--- config.mk ---
export PLATFORM = sky130hd
export DESIGN_NAME = rst_run_sequencer_flat
export DESIGN_NICKNAME = d
export VERILOG_FILES = /design/src/rtl/rst_run_sequencer_if.sv /design/src/rtl/rst_run_sequencer.sv /design/src/flat_wrapper.sv
export SDC_FILE = /design/constraint.sdc
export NUM_CORES = 1
export LEC_CHECK = 0
export BUFFER_PORTS_ARGS = -buffer_cell sky130_fd_sc_hd__buf_2
export CAP_MARGIN = 20
export CORE_ASPECT_RATIO = 0.7
export CORE_MARGIN = 3
export CORE_UTILIZATION = 60
export DETAILED_ROUTE_END_ITERATION = 6
export PLACE_DENSITY_LB_ADDON = 0.12
export SLEW_MARGIN = 20
export SYNTH_ARGS = -nofsm -noshare
export SYNTH_HDL_FRONTEND = slang
export SYNTH_SLANG_ARGS = --single-unit
--- constraint.sdc ---
create_clock -name i_clk -period 4.7 [get_ports i_clk]
set_clock_uncertainty 0.1 [all_clocks]
set_input_delay 0.235 -clock i_clk [delete_from_list [all_inputs] [get_ports i_clk]]
set_output_delay 0.235 -clock i_clk [all_outputs]
set_load 0.01 [all_outputs]
--- src/rtl/rst_run_sequencer_if.sv ---
// Control/status bundle between the reset sequencer and whoever
// supervises core bring-up (board logic or a bench).
interface rst_run_sequencer_if #(
    parameter int N_CHAN    = 2,
    parameter int CNT_WIDTH = 16
);
    logic                 i_restart;
    logic [N_CHAN-1:0]    o_rst;
    logic                 o_running;
    logic                 o_done;
    logic [CNT_WIDTH-1:0] o_cycle;

    modport master (
        output i_restart,
        input  o_rst, o_running, o_done, o_cycle
    );

    modport slave (
        input  i_restart,
        output o_rst, o_running, o_done, o_cycle
    );
endinterface

--- src/rtl/rst_run_sequencer.sv ---
// Staggered per-core reset release followed by a bounded run window;
// cores are parked back in reset when the window expires.
module rst_run_sequencer #(
    parameter int N_CHAN      = 2,
    parameter int HOLD_CYCLES = 5,
    parameter int STAGGER     = 4,
    parameter int RUN_CYCLES  = 58,
    parameter int CNT_WIDTH   = 16
) (
    input  logic                 i_clk,
    input  logic                 i_rst,
    rst_run_sequencer_if.slave   bus
);
    localparam int CHW = (N_CHAN > 1) ? $clog2(N_CHAN) : 1;
    localparam bit ALL_AT_ONCE = (N_CHAN == 1) || (STAGGER == 0);
    localparam logic [CNT_WIDTH-1:0] HOLD_LAST = CNT_WIDTH'(HOLD_CYCLES - 1);
    localparam logic [CNT_WIDTH-1:0] STAG_LAST = CNT_WIDTH'((STAGGER > 0) ? STAGGER - 1 : 0);
    localparam logic [CNT_WIDTH-1:0] RUN_LAST  = CNT_WIDTH'((RUN_CYCLES > 0) ? RUN_CYCLES - 1 : 0);
    localparam logic [CHW-1:0]       LAST_CHAN = CHW'(N_CHAN - 1);

    typedef enum logic [1:0] {
        S_HOLD,
        S_STAGGER,
        S_RUN,
        S_DONE
    } state_t;

    state_t               state;
    logic [CNT_WIDTH-1:0] cnt;
    logic [CHW-1:0]       chan;      // next channel to be released in STAGGER
    logic [N_CHAN-1:0]    rst_q;
    logic                 running_q;
    logic                 done_q;
    logic [CNT_WIDTH-1:0] cycle_q;

    always_ff @(posedge i_clk) begin
        if (i_rst || bus.i_restart) begin
            state     <= S_HOLD;
            cnt       <= '0;
            chan      <= '0;
            rst_q     <= '1;
            running_q <= 1'b0;
            done_q    <= 1'b0;
            cycle_q   <= '0;
        end else begin
            case (state)
                S_HOLD: begin
                    if (cnt == HOLD_LAST) begin
                        cnt <= '0;
                        if (ALL_AT_ONCE) begin
                            rst_q     <= '0;
                            running_q <= 1'b1;
                            cycle_q   <= '0;
                            state     <= S_RUN;
                        end else begin
                            rst_q[0] <= 1'b0;
                            chan     <= CHW'(1);
                            state    <= S_STAGGER;
                        end
                    end else begin
                        cnt <= cnt + 1'b1;
                    end
                end
                S_STAGGER: begin
                    if (cnt == STAG_LAST) begin
                        cnt   <= '0;
                        // mask-clear keeps already released bits low
                        rst_q <= rst_q & ~(N_CHAN'(1) << chan);
                        if (chan == LAST_CHAN) begin
                            running_q <= 1'b1;
                            cycle_q   <= '0;
                            state     <= S_RUN;
                        end else begin
                            chan <= chan + 1'b1;
                        end
                    end else begin
                        cnt <= cnt + 1'b1;
                    end
                end
                S_RUN: begin
                    if ((RUN_CYCLES != 0) && (cycle_q == RUN_LAST)) begin
                        rst_q     <= '1;
                        running_q <= 1'b0;
                        done_q    <= 1'b1;
                        cycle_q   <= '0;
                        state     <= S_DONE;
                    end else begin
                        cycle_q <= cycle_q + 1'b1;
                    end
                end
                default: begin
                    // DONE: parked until reset or restart
                    rst_q     <= '1;
                    running_q <= 1'b0;
                    done_q    <= 1'b1;
                    cycle_q   <= '0;
                end
            endcase
        end
    end

    assign bus.o_rst     = rst_q;
    assign bus.o_running = running_q;
    assign bus.o_done    = done_q;
    assign bus.o_cycle   = cycle_q;
endmodule
--- src/flat_wrapper.sv ---
// flat-port wrapper written by rule: the top's interface ports become plain ports
module rst_run_sequencer_flat 
#(
    parameter int N_CHAN      = 2,
    parameter int HOLD_CYCLES = 5,
    parameter int STAGGER     = 4,
    parameter int RUN_CYCLES  = 58,
    parameter int CNT_WIDTH   = 16
)
  (i_clk, i_rst, bus_i_restart, bus_o_rst, bus_o_running, bus_o_done, bus_o_cycle);
  rst_run_sequencer_if #(.N_CHAN(N_CHAN), .CNT_WIDTH(CNT_WIDTH)) bus_i ();
  input  logic i_clk;
  input  logic i_rst;
  input wire logic [$bits(bus_i.i_restart)-1:0] bus_i_restart;
  output wire logic [$bits(bus_i.o_rst)-1:0] bus_o_rst;
  output wire logic [$bits(bus_i.o_running)-1:0] bus_o_running;
  output wire logic [$bits(bus_i.o_done)-1:0] bus_o_done;
  output wire logic [$bits(bus_i.o_cycle)-1:0] bus_o_cycle;
  assign bus_i.i_restart = bus_i_restart;
  assign bus_o_rst = bus_i.o_rst;
  assign bus_o_running = bus_i.o_running;
  assign bus_o_done = bus_i.o_done;
  assign bus_o_cycle = bus_i.o_cycle;
  rst_run_sequencer #(.N_CHAN(N_CHAN), .HOLD_CYCLES(HOLD_CYCLES), .STAGGER(STAGGER), .RUN_CYCLES(RUN_CYCLES), .CNT_WIDTH(CNT_WIDTH)) u_core (.i_clk(i_clk), .i_rst(i_rst), .bus(bus_i));
endmodule
# --- Yosys cells after proc, flatten, opt, wreduce, memory -nomap -nowiden ---
# Cells that the tools add are included.
word_totals:
  ff_bits: 39
  output_inout_bits: 20
  inputBits: 3
classes:
  reduce_logical: 12
  n_bitwise: 4
  eq_ne: 9
  addsub: 3
  shifts: 1
  muxes: 26
op_table:
  columns: ["operator", "n"]
  rows:
  - ["two-way mux 16 bit", 5]
  - ["one-hot mux 16 bit (3 select lines)", 1]
  - ["adder 16 x 1 -> 16 bit, second input constant", 2]
  - ["one-hot mux 16 bit (2 select lines)", 1]
  - ["equality test 16 x 2 -> 1 bit, second input constant", 1]
  - ["equality test 16 x 3 -> 1 bit, second input constant", 1]
  - ["equality test 16 x 6 -> 1 bit, second input constant", 1]
  - ["AND reduction 3 bit", 4]
  - ["two-way mux 2 bit", 5]
  - ["one-hot mux 1 bit (3 select lines)", 3]
  - ["two-way mux 1 bit", 8]
  - ["inequality test 2 x 1 -> 1 bit, second input constant", 4]
  - ["one-hot mux 2 bit (3 select lines)", 1]
  - ["AND reduction 5 bit", 1]
  - ["one-hot mux 1 bit (2 select lines)", 2]
  - ["AND reduction 4 bit", 1]
  - ["nonzero test 3 bit", 1]
  - ["bitwise AND 2 bit", 1]
  - ["equality test 2 x 1 -> 1 bit, second input constant", 1]
  - ["equality test 2 bit, second input constant", 1]
  - ["logical NOT 2 bit", 1]
  - ["inverter 1 bit", 2]
  - ["inverter 2 bit", 1]
  - ["AND reduction 2 bit", 1]
  - ["other kinds (5)", 5]

# --- Longest topological paths before layout ---
# Gate-level depths: netlist (run 1).
depth:
  depth_word: 5
  ltp_mapped: 8
  ltp_nobuf: 6

# --- Worst setup path before layout (run 1) ---
# OpenSTA, ideal clock, no wires.
synth_timing:
  path_kind: "register to register"
  startpoint: "reg u_core.state[1]"
  endpoint: "reg u_core.cycle_q[12] (netlist: u_core.bus.o_cycle[12])"
  stages_incl_launch_ff: 8
  synth_period_minus_slack_ps: 2209
  setup_slack_ps: 2491
  t_required_ps: 4530
  arrival_ps: 2040
  n_path_buf: 1
  setup_time_ps: 70
  path_cell_list: "dfxtp_1 inv_1 ha_1 nor2b_1 or4_1 buf_1 or4_1 a21oi_1"
synth_between:
  elab_chain_cells: 3
  word_cells_on_any_way: 8
  classes_between: "eq/ne (4); mux (1); bitwise (1); reduce/logical (2)"
synth_lines:
  columns: ["element", "line", "text"]
  rows:
  - ["start: declaration", "rst_run_sequencer.sv:28", "state_t state;"]
  - ["start signal: assignment", "rst_run_sequencer.sv:38", "state <= S_HOLD;"]
  - ["start signal: assignment", "rst_run_sequencer.sv:54", "state <= S_RUN;"]
  - ["start signal: assignment", "rst_run_sequencer.sv:58", "state <= S_STAGGER;"]
  - ["equality test 2 x 1 -> 1 bit / logical NOT 2 bit (equally long branches)", "rst_run_sequencer.sv:46", "case (state)"]
  - ["inequality test 2 x 1 -> 1 bit (no source line) / inverter 1 bit (equally long branches)", null, null]
  - ["AND reduction 3 bit (no source line)", null, null]
  - ["end signal: assignment", "rst_run_sequencer.sv:88", "cycle_q <= cycle_q + 1'b1;"]
  - ["end: declaration", "rst_run_sequencer.sv:34", "logic [CNT_WIDTH-1:0] cycle_q;"]
# Several ways; a longest one is shown, not always the timed one.
# A chain may end at the register's enable or synchronous reset.

# --- Worst setup path after layout (run 1) ---
layout_timing:
  startpoint: "reg u_core.cnt[0]"
  endpoint: "reg u_core.cycle_q[14] (netlist: u_core.bus.o_cycle[14])"
layout_between:
  elab_chain_cells: 3
layout_lines:
  columns: ["element", "line", "text"]
  rows:
  - ["start: declaration", "rst_run_sequencer.sv:29", "logic [CNT_WIDTH-1:0] cnt;"]
  - ["start signal: assignment", "rst_run_sequencer.sv:61", "cnt <= cnt + 1'b1;"]
  - ["start signal: assignment", "rst_run_sequencer.sv:77", "cnt <= cnt + 1'b1;"]
  - ["equality test 16 x 2 -> 1 bit", "rst_run_sequencer.sv:65", "if (cnt == STAG_LAST) begin"]
  - ["inequality test 2 x 1 -> 1 bit (no source line)", null, null]
  - ["AND reduction 3 bit (no source line)", null, null]
# No other way between the ends.

==> results by group, run 1 <==
Run status
  • Status: complete, no violations

Detailed routing
  • Via density: 6.04
  • DRT antenna net count: 0
  • Drt first pass iters: 4
  • Drt initial violations: 177
  • DRC: 0
  • Vias: 1939
  • Post-Route WL: 4.84 mm
  • Wire per inst: 15.1 um

CTS
  • Cts hold-fix bufs: 0
  • CTS max path bufs: 2
  • CTS Buf Count: 5
  • Root Buffer: clkbuf_8
  • Clk sinks: 39
  • CTS tree: done
  • Clock Latency Late Sink: 0.29 ns
  • Resized cells post-CTS: 0
  • H-tree levels: 2
  • Clock slew at reported path FFs: 0.07 ns
  • Post-CTS Setup Bufs: 0

Yosys
  • Share of flip-flops with an asynchronous set or reset: 0
  • Flops & latches, synth: 39
  • Area leader, netlist: dfxtp_1
  • Dominant cell by count in the synthesized netlist: dfxtp_1
  • Post-Syn Area per Cell: 8.69 um2
  • Ys Warns: 0
  • Largest family of logic cells by synthesized area: simple AND/OR/NAND/NOR gates
  • Synth Area in Compound Gates: 0.193
  • Post-synth top cells: dfxtp_1 (39), nor2_1 (22), a21oi_1 (19)
  • Mux share of post-synthesis cell area: 0.00917
  • Number of flops mapped to enable cells by yosys: 0
  • Share of the synthesized area in the top cell type: 0.358
  • Post-Synthesis Cells: 251
  • Seq/Total Area, Yosys: 0.358
  • Synthesized cell area: 2180 um2
  • Largest cells by area after synthesis: dfxtp_1 (36%), ha_1 (5.2%), or4_1 (5.2%), xnor2_1 (4.8%), a21oi_1 (4.4%)
  • Mapped Nets: 263
  • Main synth FF type: dfxtp_1
  • Simple logic cell fraction of the synthesized area: 0.289
  • Synth cell types: 47
  • Adder-Cell Fraction of Synth Area: 0.0516
  • Post-Synth XOR/XNOR Area: 0.0482

Cells and area
  • Fin area: 2400 um2
  • Synthesis-to-finish area growth: 10.1%
  • Cell Count, Final, Fillers Out: 321
  • # diodes: 0
  • Fin util: 0.724
  • Post-layout nets: 285
  • Share of layout cells above drive strength 1: 0.150

Floorplanning
  • Die Y: 56.5 um
  • Die W: 78.1 um
  • Full die area: 4410 um2
  • FP Rows: 17
  • Starting Density: 0.658
  • I/O pin count: 23
  • Core area: 3320 um2

Timing
  • Worst slew pin tran: 0.929 ns
  • Slew headroom: 0.379
  • Final setup viols: 0
  • Final min period: 2.95 ns
  • Hold Slack: 0.139 ns
  • Final Max Tran Viols: 0
  • Maximum clock rate: 0.339 GHz
  • RSZ-0062 raised after global routing: false
  • Fin crit share: 0.628
  • Final setup TNS: 0 ns
  • Worst setup margin: 1.75 ns
  • Final hold violations: 0

Global route
  • Total gr overflow: 0
  • Initial antenna violation count: 0
  • First-pass GRT wire length: 8.18 mm
  • Largest net degree at the start of global routing: 37
  • Global Route Usage Sum: 0.233
  • Vias in the first global route: 1632

Worst setup path
  • Crit Path Class: reg -> reg
  • Crit-path max FO: 36
  • R2R Setup Slk: 1.75 ns
  • Startpoint types: flip-flop
  • Setup crit end kind: flip-flop
  • CP Data Required Time: 4.78 ns
  • Critical path arrival: 3.03 ns

Min path
  • Worst Hold Class: in -> reg

Placement
  • Placed Cells: 313
  • Placed cell areas: 2320 um2
  • Final HPWL DP: 3.56 mm
  • Port Buffers: 22
  • Routability cong.: 0.816
  • DP Worst Slack: 1.80 ns

Flow run
  • Max_cap viols: 0

Power and ir drop
  • Total power per unit cell area: 234 nW/um2
  • Pwr Total: 562 uW
  • Leakage power: 0.781 nW
  • Peak VDD IR: 0.000163 V
flip-flops by register name, indices dropped and copies added, names as in the netlist:
signal / count
u_core.bus.o_done: 1
u_core.cnt: 16
u_core.bus.o_cycle: 16
u_core.bus.o_rst: 2
u_core.bus.o_running: 1
u_core.chan: 1
u_core.state: 2
worst paths after layout:
kind	startpoint	end	depth (start not counted)
worst max-delay path	u_core.cnt[0]	u_core.bus.o_cycle[14]	6
worst max register to register	u_core.cnt[0]	u_core.bus.o_cycle[14]	6
worst min-delay path	i_rst	u_core.state[0]	3
worst min register to register	u_core.bus.o_done	u_core.bus.o_done	1
cells by family (layout without fill, tap and decap cells):
group	count (synthesis)	count (layout)
xor+xnor	12	12
simple gates	103	103
compound gates	59	59
flops	39	39
fa+ha+maj	9	9
buf+inv	27	50
mux	2	2
layer usage:
metal | wire length, um | track usage | up-vias
met4 | 48 | 0.0773 | 0
li1 | - | - | 980
met2 | 1870 | 0.280 | 55
met3 | 286 | 0.0449 | 5
met1 | 2630 | 0.392 | 899
met5 | 0 | 0 | -
area by class of cell:
class | instances | area, um2
tap | 47 | 58.8
clock buffer | 7 | 76.3
sequential | 39 | 781
fill | 294 | 916
timing repair buffer | 24 | 125
inverter | 18 | 67.6
multi-input combinational | 185 | 1290
clock inverter | 1 | 5.00
placed cells by master, fill, tap and decap left out, types with 2 or more instances in the layout:
master     synthesis  layout
dfxtp_1           39      39
nor2_1            22      22
buf_2              3      22
a21oi_1           19      19
inv_1             18      18
or4_1             15      15
nand2_1           12      12
o31ai_1           12      12
xnor2_1           12      12
nand3_1           11      11
ha_1               9       9
o21ai_0            8       8
nor3_1             6       6
nand4_1            6       6
or3_1              5       5
clkbuf_8           0       5
o21a_1             4       4
nand2b_1           4       4
nor4_1             4       4
nor4_4             2       2
or2_2              2       2
nor4b_2            2       2
nor4b_1            2       2
nor4bb_1           2       2
a41oi_1            2       2
mux2i_1            2       2
o31a_1             2       2
a2111oi_0          2       2
and3_1             2       2
clkbuf_1           4       2
buf_4              0       2
power by group:
part | switching, mW | internal, mW | total, mW
registers | 0.00132 | 0.331 | 0.332
logic | 0.00932 | 0.00578 | 0.0151
clock network | 0.111 | 0.104 | 0.215
total | 0.121 | 0.441 | 0.562
critical path: stages, from the launching register on:
cell and delay (ns):
dfxtp_1 0.42, ha_1 0.27, nor4b_2 0.31, a41oi_4 0.46, o41ai_2 0.83, buf_4 0.28
o21ba_2 0.16
Power figures use the tool's default switching activity.
==> inputs of run 2 (changes only) <==
--- a/config.mk
+++ b/config.mk
@@ -5,11 +5,12 @@
 export SDC_FILE = /design/constraint.sdc
 export NUM_CORES = 1
 export LEC_CHECK = 0
+export ABC_AREA = 1
 export BUFFER_PORTS_ARGS = -buffer_cell sky130_fd_sc_hd__buf_2
 export CAP_MARGIN = 20
 export CORE_ASPECT_RATIO = 0.7
 export CORE_MARGIN = 3
-export CORE_UTILIZATION = 60
+export CORE_UTILIZATION = 59
 export DETAILED_ROUTE_END_ITERATION = 6
 export PLACE_DENSITY_LB_ADDON = 0.12
 export SLEW_MARGIN = 20
==> constraint.sdc (replaced) <==
create_clock -name i_clk -period 3.08 [get_ports i_clk]
set_clock_uncertainty 0.1 [all_clocks]
set_input_delay 0.154 -clock i_clk [delete_from_list [all_inputs] [get_ports i_clk]]
set_output_delay 0.154 -clock i_clk [all_outputs]
set_load 0.01 [all_outputs]
==> run 2 against run 1 <==
Effect of this change:
- sequential share of layout area shrank 1.5 points
- global-route usage increased by 0.96 points
- die area up 6.9%
- clock power increased by 50%
- critical path depth up 2
- non-clock buffer count down 1
- synthesized cell count rose by 37%
- flip-flop and latch count stayed put
- routed wire length up 7.3%
- register-to-register slack worse by 0.63 ns
- largest power group unchanged
==> results by group, run 2 <==
Run status
  • Status: complete, no violations (unchanged)

Yosys
  • Share of flip-flops with an asynchronous set or reset: 0 (unchanged)
  • Post-Syn Area per Cell: 6.69 um2 (was 8.69 um2)
  • Ys Warns: 0 (unchanged)
  • Synth cell types: 37 (was 47)
  • Main synth FF type: dfxtp_1 (unchanged)
  • Number of flops mapped to enable cells by yosys: 0 (unchanged)
  • Mapped Nets: 357 (was 263)
  • Dominant cell by count in the synthesized netlist: nand2_1 (was dfxtp_1)
  • Post-Synthesis Cells: 345 (was 251)
  • Area leader, netlist: dfxtp_1 (unchanged)
  • Synthesized cell area: 2310 um2 (was 2180 um2)
  • Post-synth top cells: nand2_1 (79), nor2_1 (66), dfxtp_1 (39) (was dfxtp_1 (39), nor2_1 (22), a21oi_1 (19))
  • Seq/Total Area, Yosys: 0.338 (was 0.358)
  • Share of the synthesized area in the top cell type: 0.338 (was 0.358)
  • Largest cells by area after synthesis: dfxtp_1 (34%), nand2_1 (13%), nor2_1 (11%), nand3_1 (7.4%), inv_1 (5.0%) (was dfxtp_1 (36%), ha_1 (5.2%), or4_1 (5.2%), xnor2_1 (4.8%), a21oi_1 (4.4%))
  • Flops & latches, synth: 39 (unchanged)

Timing
  • Fin crit share: 0.636 (was 0.628)
  • Final setup viols: 0 (unchanged)
  • Maximum clock rate: 0.511 GHz (was 0.339 GHz)
  • Slew headroom: 0.463 (was 0.379)
  • Final Max Tran Viols: 0 (unchanged)
  • Final setup TNS: 0 ns (unchanged)
  • RSZ-0062 raised after global routing: false (unchanged)
  • Worst slew pin tran: 0.801 ns (was 0.929 ns)
  • Final min period: 1.96 ns (was 2.95 ns)
  • Final hold violations: 0 (unchanged)

Power and ir drop
  • Peak VDD IR: 0.000294 V (was 0.000163 V)
  • Total power per unit cell area: 339 nW/um2 (was 234 nW/um2)
  • Leakage power: 0.964 nW (was 0.781 nW)

Worst setup path
  • Crit-path max FO: 18 (was 36)
  • Family with the most delay on the worst path: simple AND/OR/NAND/NOR gates (was compound AO/OA/AOI/OAI gates)
  • Cell count along the critical path: 8 (was 6)
  • Origin of the critical flop-to-flop path: u_core.state[1] (was u_core.cnt[0])
  • Critical Path Most Common Cell: nand2_1
  • Max incr delay on CP: 0.39 ns (was 0.83 ns)
  • CP startpoint: u_core.state[1] (was u_core.cnt[0])
  • Startpoint types: flip-flop (unchanged)
  • Crit Path Class: reg -> reg (unchanged)
  • Setup crit end kind: flip-flop (unchanged)
  • Critical path arrival: 2.04 ns (was 3.03 ns)
  • WP buf/inv: 2 (was 1)
  • Critical-path top delay cell: dfxtp_1 (was o41ai_2)
  • CP Data Required Time: 3.16 ns (was 4.78 ns)
  • R2R cell count: 8 (was 6)
  • Worst-path cell chain: inv_1 > ha_1 > a21oi_1 > nand2_4 > inv_6 > nand2_1 > nand2_1 > nor2_1 (was ha_1 > nor4b_2 > a41oi_4 > o41ai_2 > buf_4 > o21ba_2)

CTS
  • Post-CTS Setup Bufs: 0 (unchanged)
  • Clock Latency Late Sink: 0.29 ns (about the same)
  • Clk sinks: 39 (unchanged)
  • CTS tree: done (unchanged)
  • H-tree levels: 2 (unchanged)
  • Clock slew at reported path FFs: 0.07 ns (about the same)
  • Root Buffer: clkbuf_8 (unchanged)
  • CTS max path bufs: 2 (unchanged)
  • Cts hold-fix bufs: 0 (unchanged)
  • Resized cells post-CTS: 0 (unchanged)
  • CTS Buf Count: 5 (unchanged)

Cells and area
  • Fin area: 2520 um2 (was 2400 um2)
  • Post-layout nets: 380 (was 285)
  • Synthesis-to-finish area growth: 9.05% (was 10.1%)
  • Most common cell after layout, fill and taps aside: nand2_1 (was dfxtp_1)
  • # diodes: 0 (unchanged)
  • Cell Count, Final, Fillers Out: 417 (was 321)
  • Share of layout cells above drive strength 1: 0.125 (was 0.150)
  • Most frequent cells in the layout: nand2_1 (79), nor2_1 (66), dfxtp_1 (39) (was dfxtp_1 (39), nor2_1 (22), buf_2 (22))

Floorplanning
  • Starting Density: 0.633 (was 0.658)
  • Die W: 80.8 um (was 78.1 um)
  • I/O pin count: 23 (unchanged)
  • FP Rows: 18 (was 17)
  • Die Y: 58.4 um (was 56.5 um)
  • Core area: 3650 um2 (was 3320 um2)
  • Full die area: 4710 um2 (was 4410 um2)

Placement
  • Routability cong.: 0.970 (was 0.816)
  • Placed Cells: 411 (was 313)
  • Placed cell areas: 2450 um2 (was 2320 um2)
  • Port Buffers: 22 (unchanged)
  • Final HPWL DP: 3.80 mm (was 3.56 mm)

Min path
  • Worst Hold Class: in -> reg (unchanged)
  • Worst hold path depth: 4 (was 3)
  • Hold path start: i_rst (unchanged)

Detailed routing
  • Drt initial violations: 192 (was 177)
  • Vias: 2233 (was 1939)
  • DRT antenna net count: 0 (unchanged)
  • Via density: 5.35 (was 6.04)
  • Wire per inst: 12.4 um (was 15.1 um)
  • Drt first pass iters: 4 (unchanged)
  • Post-Route WL: 5.19 mm (was 4.84 mm)
  • DRC: 0 (unchanged)

Global route
  • Vias in the first global route: 1965 (was 1632)
  • Initial antenna violation count: 0 (unchanged)
  • Largest net degree at the start of global routing: 27 (was 37)
  • First-pass GRT wire length: 8.91 mm (was 8.18 mm)
  • Total gr overflow: 0 (unchanged)
  • Global Route Usage Sum: 0.243 (was 0.233)

Flow run
  • Max_cap viols: 0 (unchanged)
[run 2: changes by cell type after synthesis, moves of 5 or more]
cell     before  now
nor2_1       22   66
xnor2_1      12    3
xor2_1        0    9
o21ai_0       8    3
or4_1        15    0
o31ai_1      12    0
nand3_1      11   34
inv_1        18   31
nand2_1      12   79
or3_1         5    0
[run 2: metal layers]
metal / up-vias / share of wire / track usage
li1: 1155 / - / -
met1: 987 / 0.53 / 0.386
met2: 82 / 0.37 / 0.317
met3: 9 / 0.086 / 0.0566
met4: 0 / 0.010 / 0.0771
met5: - / 0 / 0
[run 2: worst register-to-register path, cell delays in order (launching register included)]
cell,delay (ns)
dfxtp_1,0.39
inv_1,0.10
ha_1,0.33
a21oi_1,0.30
nand2_4,0.20
inv_6,0.18
nand2_1,0.08
nand2_1,0.12
nor2_1,0.07
[run 2: cells by family (layout without fill, tap and decap cells)]
family                   count (synthesis)  count (layout)  synth area share
AO/OA/AOI/OAI                           33              33            0.0785
XOR/XNOR                                12              12            0.0455
adder cells (fa/ha/maj)                  9               9            0.0488
buffers and inverters                   41              63            0.0769
flip-flops                              39              39             0.338
AND/OR/NAND/NOR                        211             211             0.412
[run 2: power breakdown]
group	leakage, nW	internal, mW	switching [mW]
sequential	0.314	0.505	0.00155
combinational	0.613	0.00669	0.0183
clock	0.0371	0.151	0.171
total	0.964	0.663	0.191
[run 2: layout make-up]
class	instances	area [um2]
Timing Repair Buffer	23	118
Tap cell	50	62.6
Inverter	34	134
Clock buffer	6	72.6
Fill cell	359	1130
Sequential cell	39	781
Multi-Input combinational cell	265	1350
[run 2: per-stage QoR]
step           utilization  power, mW  setup slack [ns]  hold WS (ns)
2_1_floorplan            -      0.537              1.40         0.292
3_3_place_gp         0.670      0.543              1.19         0.336
3_5_place_dp         0.670      0.544              1.15         0.348
4_1_cts              0.690      0.858              1.14         0.143
5_1_grt              0.690      0.882             0.951         0.172
6_report             0.690      0.855              1.12         0.150
[run 2: final timing paths]
kind | endpoint | slack (ns)
worst max-delay path | u_core.bus.o_cycle[14] | 1.12
worst min-delay path | u_core.bus.o_rst[0] | 0.15
worst max register to register | u_core.bus.o_cycle[14] | 1.12
worst min register to register | u_core.bus.o_done | 0.36
==> inputs of run 3 (changes only) <==
--- a/config.mk
+++ b/config.mk
@@ -10,7 +10,7 @@
 export CAP_MARGIN = 20
 export CORE_ASPECT_RATIO = 0.7
 export CORE_MARGIN = 3
-export CORE_UTILIZATION = 59
+export CORE_UTILIZATION = 53
 export DETAILED_ROUTE_END_ITERATION = 6
 export PLACE_DENSITY_LB_ADDON = 0.12
 export SLEW_MARGIN = 20
==> constraint.sdc (replaced) <==
create_clock -name i_clk -period 1.8 [get_ports i_clk]
set_clock_uncertainty 0.1 [all_clocks]
set_input_delay 0.09 -clock i_clk [delete_from_list [all_inputs] [get_ports i_clk]]
set_output_delay 0.09 -clock i_clk [all_outputs]
set_load 0.01 [all_outputs]
==> run 3 against run 2 <==
Effect of this change:
- routed wire length grew 10%
- combinational power up 97%
- worst hold slack worse by 0.066 ns
- non-clock buffer count is 20 higher
- global-route usage shrank 1.5 points
- critical path type unchanged
- largest power group unchanged
- highest routed layer unchanged
==> results by group, run 3 (synthesis results as in run 2) <==
Worst setup path
  • Critical-path top delay cell: dfxtp_1 (unchanged)
  • Origin of the critical flop-to-flop path: u_core.state[1] (unchanged)
  • Crit Path Class: reg -> reg (unchanged)
  • Setup crit end kind: flip-flop (unchanged)
  • CP Data Required Time: 1.89 ns (was 3.16 ns)
  • Worst-path cell chain: inv_1 > ha_2 > nor2_4 > inv_4 > nand3_2 > nor2_1 > nand2_1 > nor2_1 > nand2_1 > nor3b_2 (was inv_1 > ha_1 > a21oi_1 > nand2_4 > inv_6 > nand2_1 > nand2_1 > nor2_1)
  • R2R Setup Slk: 0.09 ns (was 1.12 ns)
  • Critical path arrival: 1.80 ns (was 2.04 ns)
  • Startpoint types: flip-flop (unchanged)
  • Max incr delay on CP: 0.32 ns (was 0.39 ns)
  • R2R cell count: 10 (was 8)
  • Crit-path max FO: 7 (was 18)
  • Reg-to-Reg End: u_core.cnt[14] (was u_core.bus.o_cycle[14])

Placement
  • Port Buffers: 22 (unchanged)
  • Routability cong.: 0.871 (was 0.970)
  • Final HPWL DP: 4.20 mm (was 3.80 mm)

Detailed routing
  • Drt first pass iters: 5 (was 4)
  • Wire per inst: 13.0 um (was 12.4 um)
  • Vias: 2292 (was 2233)
  • Post-Route WL: 5.72 mm (was 5.19 mm)
  • Via density: 5.20 (was 5.35)
  • Drt initial violations: 117 (was 192)
  • DRC: 0 (unchanged)
  • DRT antenna net count: 0 (unchanged)

CTS
  • Cts hold-fix bufs: 0 (unchanged)
  • CTS tree: done (unchanged)
  • Post-CTS Setup Bufs: 0 (unchanged)
  • CTS Buf Count: 5 (unchanged)
  • Clock slew at reported path FFs: 0.08 ns (was 0.07 ns)
  • CTS max path bufs: 2 (unchanged)
  • Clk sinks: 39 (unchanged)
  • Root Buffer: clkbuf_8 (unchanged)
  • Clock Latency Late Sink: 0.30 ns (was 0.29 ns)
  • H-tree levels: 2 (unchanged)

Cells and area
  • Post-layout nets: 400 (was 380)
  • Fin util: 0.668 (was 0.690)
  • Most frequent cells in the layout: nand2_1 (79), nor2_1 (66), dfxtp_1 (35) (was nand2_1 (79), nor2_1 (66), dfxtp_1 (39))
  • Synthesis-to-finish area growth: 17.5% (was 9.05%)
  • Most common cell after layout, fill and taps aside: nand2_1 (unchanged)
  • Share of layout cells above drive strength 1: 0.201 (was 0.125)
  • # diodes: 0 (unchanged)

Global route
  • Global Route Usage Sum: 0.227 (was 0.243)
  • Total gr overflow: 0 (unchanged)
  • Vias in the first global route: 1918 (was 1965)
  • First-pass GRT wire length: 9.20 mm (was 8.91 mm)
  • Initial antenna violation count: 0 (unchanged)
  • Largest net degree at the start of global routing: 17 (was 27)

Floorplanning
  • Die Y: 61.2 um (was 58.4 um)
  • I/O pin count: 23 (unchanged)
  • Die W: 84.9 um (was 80.8 um)
  • FP Rows: 19 (was 18)
  • Core area: 4070 um2 (was 3650 um2)
  • Starting Density: 0.568 (was 0.633)
  • Full die area: 5200 um2 (was 4710 um2)

Timing
  • Final setup viols: 0 (unchanged)
  • Final setup TNS: 0 ns (unchanged)
  • Final min period: 1.71 ns (was 1.96 ns)
  • Final hold violations: 0 (unchanged)
  • Worst slew pin tran: 0.354 ns (was 0.801 ns)
  • Slew headroom: 0.762 (was 0.463)
  • Maximum clock rate: 0.585 GHz (was 0.511 GHz)
  • Final Max Tran Viols: 0 (unchanged)
  • Fin crit share: 0.950 (was 0.636)

Min path
  • Worst Hold End: u_core.bus.o_rst[1] (was u_core.bus.o_rst[0])
  • Worst Hold Class: in -> reg (unchanged)
  • Hold path start: i_rst (unchanged)
  • Worst hold path depth: 4 (unchanged)

Power and ir drop
  • Leakage power: 1.07 nW (was 0.964 nW)
  • Total power per unit cell area: 552 nW/um2 (was 339 nW/um2)
  • Peak VDD IR: 0.000388 V (was 0.000294 V)
  • Pwr Total: 1.50 mW (was 855 uW)

Run status
  • Status: complete, no violations (unchanged)

Flow run
  • Max_cap viols: 0 (unchanged)
-- run 3: layer usage --
metal | vias to the layer above | share of wire | track usage
met4 | 0 | 0.011 | 0.0745
met1 | 1022 | 0.55 | 0.355
met3 | 7 | 0.054 | 0.0401
met5 | - | 0 | 0
met2 | 70 | 0.39 | 0.312
li1 | 1193 | - | -
-- run 3: timing repair --
item	in CTS	in global routing
endpoints found under the hold margin	0	0
setup endpoints to repair	1	21
resized for setup	1	11
pin swaps	1	2
-- run 3: worst max-delay path by stage --
stage                          startpoint              to  slack (ns)  cells after the start
final                     u_core.state[1]  u_core.cnt[14]        0.09                     10
after CTS                 u_core.state[0]  u_core.cnt[14]        0.03                     10
after detailed placement  u_core.state[0]  u_core.cnt[14]        0.02                     10
after floorplan           u_core.state[1]  u_core.cnt[14]        0.12                     10
after global placement    u_core.state[0]  u_core.cnt[12]        0.09                      7
after global routing      u_core.state[1]  u_core.cnt[14]       -0.04                     10
-- run 3: layout make-up --
class                   instances  area, um2
repair buffers                 43        268
clock inverters                 1       5.00
flip-flops and latches         39        786
well taps                      52       65.1
clock buffers                   7       76.3
fillers                       378       1350
inverters                      34        135
multi-input cells             265       1380
-- run 3: report_power, final --
| part | internal, mW | total [mW] | switching, mW |
|---|---|---|---|
| clock | 0.272 | 0.582 | 0.310 |
| combinational | 0.0159 | 0.0493 | 0.0334 |
| sequential | 0.865 | 0.868 | 0.00302 |
-- run 3: through the flow --
| stage | worst slack [ns] | instances | hold slack [ns] | cell area, um2 |
|---|---|---|---|---|
| after floorplan | 0.124 | 345 | 0.228 | 2310 |
| after global routing | -0.0353 | 441 | 0.116 | 2710 |
| after global placement | 0.0892 | 433 | 0.338 | 2600 |
| after CTS | 0.0346 | 441 | 0.0921 | 2680 |
| final | 0.0900 | 441 | 0.0838 | 2710 |
| after detailed placement | 0.0180 | 433 | 0.347 | 2600 |
-- run 3: critical path: cells and delay by family (launching register included) --
kind | cells | cell delay, ns
adder cells (fa/ha/maj) | 1 | 0.29
flip-flops | 1 | 0.32
AND/OR/NAND/NOR | 7 | 0.67
buffers and inverters | 2 | 0.22
